$ cat src/rtl/plot_arbiter_pkg.sv
// -----------------------------------------------------------------------------
// plot_arbiter_pkg
// Shared definitions for the pixel-plot arbiter and the game blocks that feed
// it: default coordinate/colour widths, screen bounds, colour constants,
// channel index assignments, the arbitration mode type and a helper for
// sizing channel index fields.
// -----------------------------------------------------------------------------
package plot_arbiter_pkg;

  // Default widths for the 160x120, 3-bit colour VGA adapter
  localparam int DEF_X_W = 8;
  localparam int DEF_Y_W = 7;
  localparam int DEF_C_W = 3;

  // Visible screen area
  localparam int SCREEN_W = 160;
  localparam int SCREEN_H = 120;

  // Colours used by the game blocks (RGB bit order)
  localparam logic [DEF_C_W-1:0] COLOUR_BLACK = 3'd0;
  localparam logic [DEF_C_W-1:0] COLOUR_SNAKE = 3'd2;
  localparam logic [DEF_C_W-1:0] COLOUR_FOOD  = 3'd4;

  // Fixed channel assignments on the arbiter
  localparam int CH_SNAKE = 0;
  localparam int CH_FOOD  = 1;

  // Arbitration mode: fixed priority (channel 0 highest) or round-robin
  typedef enum logic {
    ARB_FIXED       = 1'b0,
    ARB_ROUND_ROBIN = 1'b1
  } arb_mode_e;

  // Width of a field able to hold a channel index 0..n-1 (at least 1 bit)
  function automatic int idx_width(input int n);
    return (n > 1) ? $clog2(n) : 1;
  endfunction

endpackage

$ cat src/rtl/plot_arbiter_rr_pick.sv
// -----------------------------------------------------------------------------
// plot_arbiter_rr_pick
// Purely combinational one-hot picker. The request vector is rotated so that
// the search start index lands on bit 0, the lowest set bit is isolated, and
// the result is rotated back. In fixed mode the start index is forced to 0,
// which turns the same datapath into a plain lowest-index-wins encoder.
//
// Ports:
//   req    in  N_CH   request vector
//   start  in  IDX_W  channel index where the search begins
//   mode   in  1      ARB_ROUND_ROBIN uses start, ARB_FIXED ignores it
//   grant  out N_CH   one-hot winner, all zero when no request
// -----------------------------------------------------------------------------
module plot_arbiter_rr_pick
  import plot_arbiter_pkg::*;
#(
  parameter int N_CH  = 2,
  parameter int IDX_W = idx_width(N_CH)
) (
  input  logic [N_CH-1:0]  req,
  input  logic [IDX_W-1:0] start,
  input  arb_mode_e        mode,
  output logic [N_CH-1:0]  grant
);

  logic [IDX_W-1:0] eff_start;
  logic [N_CH-1:0]  req_rot;
  logic [N_CH-1:0]  pick_rot;

  assign eff_start = (mode == ARB_ROUND_ROBIN) ? start : '0;

  // Rotate requests so the start channel sits at bit 0, keep only the lowest
  // set bit of the rotated vector, then undo the rotation to get the grant.
  // The downward scan lets the last (lowest) hit overwrite earlier ones.
  always_comb begin
    req_rot  = '0;
    pick_rot = '0;
    grant    = '0;
    for (int k = 0; k < N_CH; k++) begin
      req_rot[k] = req[(int'(eff_start) + k) % N_CH];
    end
    for (int k = N_CH - 1; k >= 0; k--) begin
      if (req_rot[k]) begin
        pick_rot    = '0;
        pick_rot[k] = 1'b1;
      end
    end
    for (int k = 0; k < N_CH; k++) begin
      grant[(int'(eff_start) + k) % N_CH] = pick_rot[k];
    end
  end

endmodule

$ cat src/rtl/plot_arbiter.sv
// -----------------------------------------------------------------------------
// plot_arbiter
// Merges pixel-plot requests from N_CH game sub-blocks onto the single VGA
// adapter write port. Requests are level signals held until acknowledged, so
// no pixel is dropped when several writers want the port in the same cycle.
// One channel is granted per cycle (round-robin or fixed priority), its pixel
// is registered onto the output one cycle later, and any other requester
// aiming at the very same (x,y) is reported through coll/coll_mask.
// N_CH must be in 2..8.
//
// Ports:
//   clk         in  1          system clock
//   reset_n     in  1          asynchronous active-low reset
//   req         in  N_CH       per-channel plot request, held until ack
//   x_in        in  N_CH*X_W   packed x, channel i at [i*X_W +: X_W]
//   y_in        in  N_CH*Y_W   packed y, same packing
//   colour_in   in  N_CH*C_W   packed colour, same packing
//   hold        in  1          stall, no grants while high
//   ack         out N_CH       one-hot grant, combinational
//   x_out       out X_W        registered pixel x
//   y_out       out Y_W        registered pixel y
//   colour_out  out C_W        registered pixel colour
//   plot        out 1          registered write enable
//   coll        out 1          registered same-pixel collision pulse
//   coll_mask   out N_CH       registered set of channels in that collision
// -----------------------------------------------------------------------------
module plot_arbiter
  import plot_arbiter_pkg::*;
#(
  parameter int N_CH    = 2,
  parameter int X_W     = DEF_X_W,
  parameter int Y_W     = DEF_Y_W,
  parameter int C_W     = DEF_C_W,
  parameter bit RR_MODE = 1'b1
) (
  input  logic              clk,
  input  logic              reset_n,
  input  logic [N_CH-1:0]   req,
  input  logic [N_CH*X_W-1:0] x_in,
  input  logic [N_CH*Y_W-1:0] y_in,
  input  logic [N_CH*C_W-1:0] colour_in,
  input  logic              hold,
  output logic [N_CH-1:0]   ack,
  output logic [X_W-1:0]    x_out,
  output logic [Y_W-1:0]    y_out,
  output logic [C_W-1:0]    colour_out,
  output logic              plot,
  output logic              coll,
  output logic [N_CH-1:0]   coll_mask
);

  localparam int               IDX_W   = idx_width(N_CH);
  localparam logic [IDX_W-1:0] LAST_CH = IDX_W'(N_CH - 1);
  localparam arb_mode_e        MODE    = RR_MODE ? ARB_ROUND_ROBIN : ARB_FIXED;

  logic [IDX_W-1:0] last;
  logic [IDX_W-1:0] start;
  logic [N_CH-1:0]  grant;
  logic             granted;
  logic [IDX_W-1:0] win_idx;
  logic [X_W-1:0]   win_x;
  logic [Y_W-1:0]   win_y;
  logic [C_W-1:0]   win_c;
  logic [N_CH-1:0]  hit_mask;

  // Round-robin search begins one past the last winner, wrapping at N_CH-1
  assign start = (last == LAST_CH) ? '0 : last + 1'b1;

  plot_arbiter_rr_pick #(
    .N_CH  (N_CH),
    .IDX_W (IDX_W)
  ) u_pick (
    .req   (req),
    .start (start),
    .mode  (MODE),
    .grant (grant)
  );

  // The grant is forced low during reset as well as during hold, so a reset
  // assertion withdraws the acknowledge without waiting for a clock edge.
  assign ack     = (reset_n && !hold) ? grant : '0;
  assign granted = |ack;

  // Select the winner's index and pixel with an AND-OR mux over the one-hot
  // ack, then mark every requester whose coordinates match the winner's.
  always_comb begin
    win_idx  = '0;
    win_x    = '0;
    win_y    = '0;
    win_c    = '0;
    hit_mask = '0;
    for (int k = 0; k < N_CH; k++) begin
      if (ack[k]) begin
        win_idx = IDX_W'(k);
        win_x   = x_in[k*X_W +: X_W];
        win_y   = y_in[k*Y_W +: Y_W];
        win_c   = colour_in[k*C_W +: C_W];
      end
    end
    for (int j = 0; j < N_CH; j++) begin
      hit_mask[j] = ack[j] | (granted & req[j] &
                              (x_in[j*X_W +: X_W] == win_x) &
                              (y_in[j*Y_W +: Y_W] == win_y));
    end
  end

  // Round-robin pointer: moves to the winner only when a grant happens, and
  // resets to the highest channel so channel 0 is searched first.
  always_ff @(posedge clk or negedge reset_n) begin
    if (!reset_n) begin
      last <= LAST_CH;
    end else if (granted && RR_MODE) begin
      last <= win_idx;
    end
  end

  // Output pixel register: loads the winner one cycle after its ack. Without
  // a grant the coordinates and colour hold while plot/coll drop to zero.
  always_ff @(posedge clk or negedge reset_n) begin
    if (!reset_n) begin
      x_out      <= '0;
      y_out      <= '0;
      colour_out <= '0;
      plot       <= 1'b0;
      coll       <= 1'b0;
      coll_mask  <= '0;
    end else if (granted) begin
      x_out      <= win_x;
      y_out      <= win_y;
      colour_out <= win_c;
      plot       <= 1'b1;
      coll       <= ($countones(hit_mask) > 1);
      coll_mask  <= hit_mask;
    end else begin
      plot       <= 1'b0;
      coll       <= 1'b0;
      coll_mask  <= '0;
    end
  end

endmodule

$ cat config.mk
export PLATFORM = sky130hd
export DESIGN_NAME = plot_arbiter
export DESIGN_NICKNAME = d
export VERILOG_FILES = /design/src/rtl/plot_arbiter_pkg.sv /design/src/rtl/plot_arbiter_rr_pick.sv /design/src/rtl/plot_arbiter.sv
export SDC_FILE = /design/constraint.sdc
export NUM_CORES = 1
export LEC_CHECK = 0
export CAP_MARGIN = 5
export CORE_ASPECT_RATIO = 1.75
export CORE_MARGIN = 2
export CORE_UTILIZATION = 30
export CTS_CLUSTER_DIAMETER = 40
export CTS_CLUSTER_SIZE = 20
export DETAILED_ROUTE_END_ITERATION = 10
export PLACE_DENSITY = 0.65
export SYNTH_ARGS = -nofsm -noshare
export SYNTH_HDL_FRONTEND = slang
export SYNTH_SLANG_ARGS = --single-unit
$ cat constraint.sdc
create_clock -name clk -period 2.7 [get_ports clk]
set_input_delay 0.81 -clock clk [delete_from_list [all_inputs] [get_ports clk]]
set_output_delay 0.81 -clock clk [all_outputs]
set_load 0.005 [all_outputs]
==> flow_summary.ini <==
[outcome]
status = completed

[placed_design]
hpwl_um = 4090
portBuffers = 64
place_congestion = 0.927
placed_cells = 330

[yosys]
synth.cell_area_um2 = 1430
ys.flop_type = dfrtp_1
synth_area_leaders = dfrtp_1, nand2_1, a22oi_1
synth.avg_cell_area_um2 = 8.83
synthCells = 162
yosysSeqAreaShare_pct = 40.3
synth_warnings = 0
yosysMostFrequentCell = nand2_1
yosysUniqueCellTypes = 40
async_flop_share_pct = 100
synth_edf_count = 0
synth_common_cells = nand2_1, dfrtp_1, inv_1
syn_nets = 203
synth_seq_cells = 23
yosys.area.top_type_share_pct = 38.5
synth_top_cell_by_area = dfrtp_1

[sta]
fin_crit_sh_pct = 95.2
rsz0062_at_grt = false
fin_crit_ns = 2.57
hold_violations = 0
drv_slew = 0
worstMarginPinSlew_ns = 0.445
finClkSkew_ns = 0.00226
setup_viol = 0
maxSlewHeadroom_pct = 69.6
whs_ns = 0.481
max_freq_ghz = 0.389

[critical_path]
worstSetupStartpointType = input port
cp-end-kind = output pin
required_ns = 1.89
crit_arrival_ns = 1.76
cp_max_fo = 3
rr_worst_depth = 10
criticalPathCategory = in -> out

[power_and_ir_drop]
power.density_nw_per_um2 = 406
power.internal_mw = 0.765
p_leak_nw = 1.27
p_clk_share_pct = 21.2
swShare_pct = 29.8
ir_drop_uv = 261
switching_power_mw = 0.324
comb_power_share_pct = 38.7
pwr-share-seq_pct = 40.1

[die]
fp.dieW_um = 56.2
num_io_pins = 65
die_h_um = 95.3
core_area_um2 = 4620
start_util_pct = 30.9
dieArea_um2 = 5360
rows = 33

[global_routing]
grt_pass1_vias = 1797
grt_usage_pct = 20.1
grt_pass1_wl_um = 8310
grt_overflow = 0
grt_max_degree = 24
antenna_found_initial = 0

[flow_run]
cap_violations = 0

[drt]
drt_iter0_markers = 93
dr.pass1.iters = 4
drc = 0
ant_nets = 0
wirelength_um = 5110
routedWlPerCell_um = 15.1
route.vias.total = 1715
vias_per_cell = 5.07

[final_layout]
nFillCells = 433
area_growth_pct = 87.7
final_cells = 338
nNetsFinal = 328
num_antenna_cells = 0
drive_gt1_share_pct = 28.7

[clocking]
cts_buffer_depth = 2
cts.reportedPaths.clkPinSlew_ns = 0.09
h-tree-depth = 1
insertion_delay_ns = 0.28
cts_tree = done
cts_made_buffers = 3
cts.sinks = 23
ctsRootBufferMaster = clkbuf_8

[min_path]
hold_path.class = reg -> reg
worstHoldPathCells = 2
## timing repair
| item | CTS | global route |
|---|---|---|
| setup endpoints to repair | 4 | 1 |
| hold buffers | 0 | 0 |
| buffers inserted | 3 | 1 |
| pin swaps | 4 | 4 |
| gates resized for setup | 16 | 4 |
## metrics by stage
stage	area [um2]	setup TNS, ns	setup WS (ns)	power [mW]	util (%)
6_report	2680	0	0.129	1.09	58.0
5_1_grt	2680	0	0.0237	1.15	58.0
4_1_cts	2660	0	0.00206	1.09	57.4
3_5_place_dp	2550	-1.69	-0.434	0.850	55.2
3_3_place_gp	2550	-1.55	-0.408	0.846	55.2
2_1_floorplan	1430	0	0.137	0.561	-
## placed cells by master (no fill, tap or decap), drive strengths merged, types with 3 or more instances in the layout
cell type / n
buf: 63
clkdlybuf4s50: 57
nand2: 27
dfrtp: 22
inv: 19
a22oi: 10
nand3: 9
o21ai: 7
dlygate4sd2: 6
a2111oi: 6
a222oi: 5
a21oi: 5
a31oi: 4
a21boi: 4
mux2i: 4
nor2b: 3
o22ai: 3
clkbuf: 3
## critical path: stages
cell	delay, ns
dlygate4sd2_1	0.29
and3b_2	0.26
nand2_4	0.08
clkinv_4	0.06
dlygate4sd2_1	0.26
## power by group through the flow
stage	Clock (mW)	Combinational (mW)	Sequential, mW
global placement	0	0.406	0.440
finish	0.231	0.421	0.437
floorplan	0	0.118	0.443
CTS	0.239	0.418	0.437
detailed placement	0	0.409	0.441
global route	0.249	0.459	0.443
## metal layers
layer | GRT usage [%] | up-vias | wire length [um]
met4 | 10.9 | 0 | 183
met3 | 1.76 | 11 | 215
li1 | - | 852 | -
met5 | 0 | - | 0
met1 | 21.4 | 793 | 1910
met2 | 38.2 | 59 | 2800
## registers in the layout, summed over array words and instances (netlist names)
register and cells:
x_out 8, y_out 7, colour_out 3, coll_mask 2, coll 1, last 1
plot 1
## path summary, 6_finish.rpt
check	start	endpoint	slack, ns
setup reg to reg	last	coll	0.48
max in group asynchronous	reset_n	last	1.55
hold / removal	colour_out[1]	colour_out[1]	0.48
setup / recovery	reset_n	ack[1]	0.13
min in group asynchronous	reset_n	y_out[0]	0.86
hold reg to reg	colour_out[1]	colour_out[1]	0.48
## logic make-up after synthesis
| logic type | Yosys count | synth area share (%) |
|---|---|---|
| AOI/OAI and AO/OA | 56 | 30.4 |
| xor gates and xnor gates | 1 | 0.613 |
| buffers and inverters | 27 | 8.22 |
| DFF | 23 | 40.3 |
| muxes | 4 | 2.80 |
| and+or+nand+nor | 51 | 17.6 |
## cell type report
type / instances / area, um2 / area share [%]
Timing Repair Buffer: 127 / 1120 / 41.9
Multi-Input combinational cell: 112 / 788 / 29.4
Sequential cell: 23 / 577 / 21.5
Inverter: 20 / 80.1 / 2.98
Tap cell: 52 / 65.1 / 2.42
Clock buffer: 3 / 41.3 / 1.54
Clock inverter: 1 / 7.51 / 0.280
(Power assumes the default switching activity.)
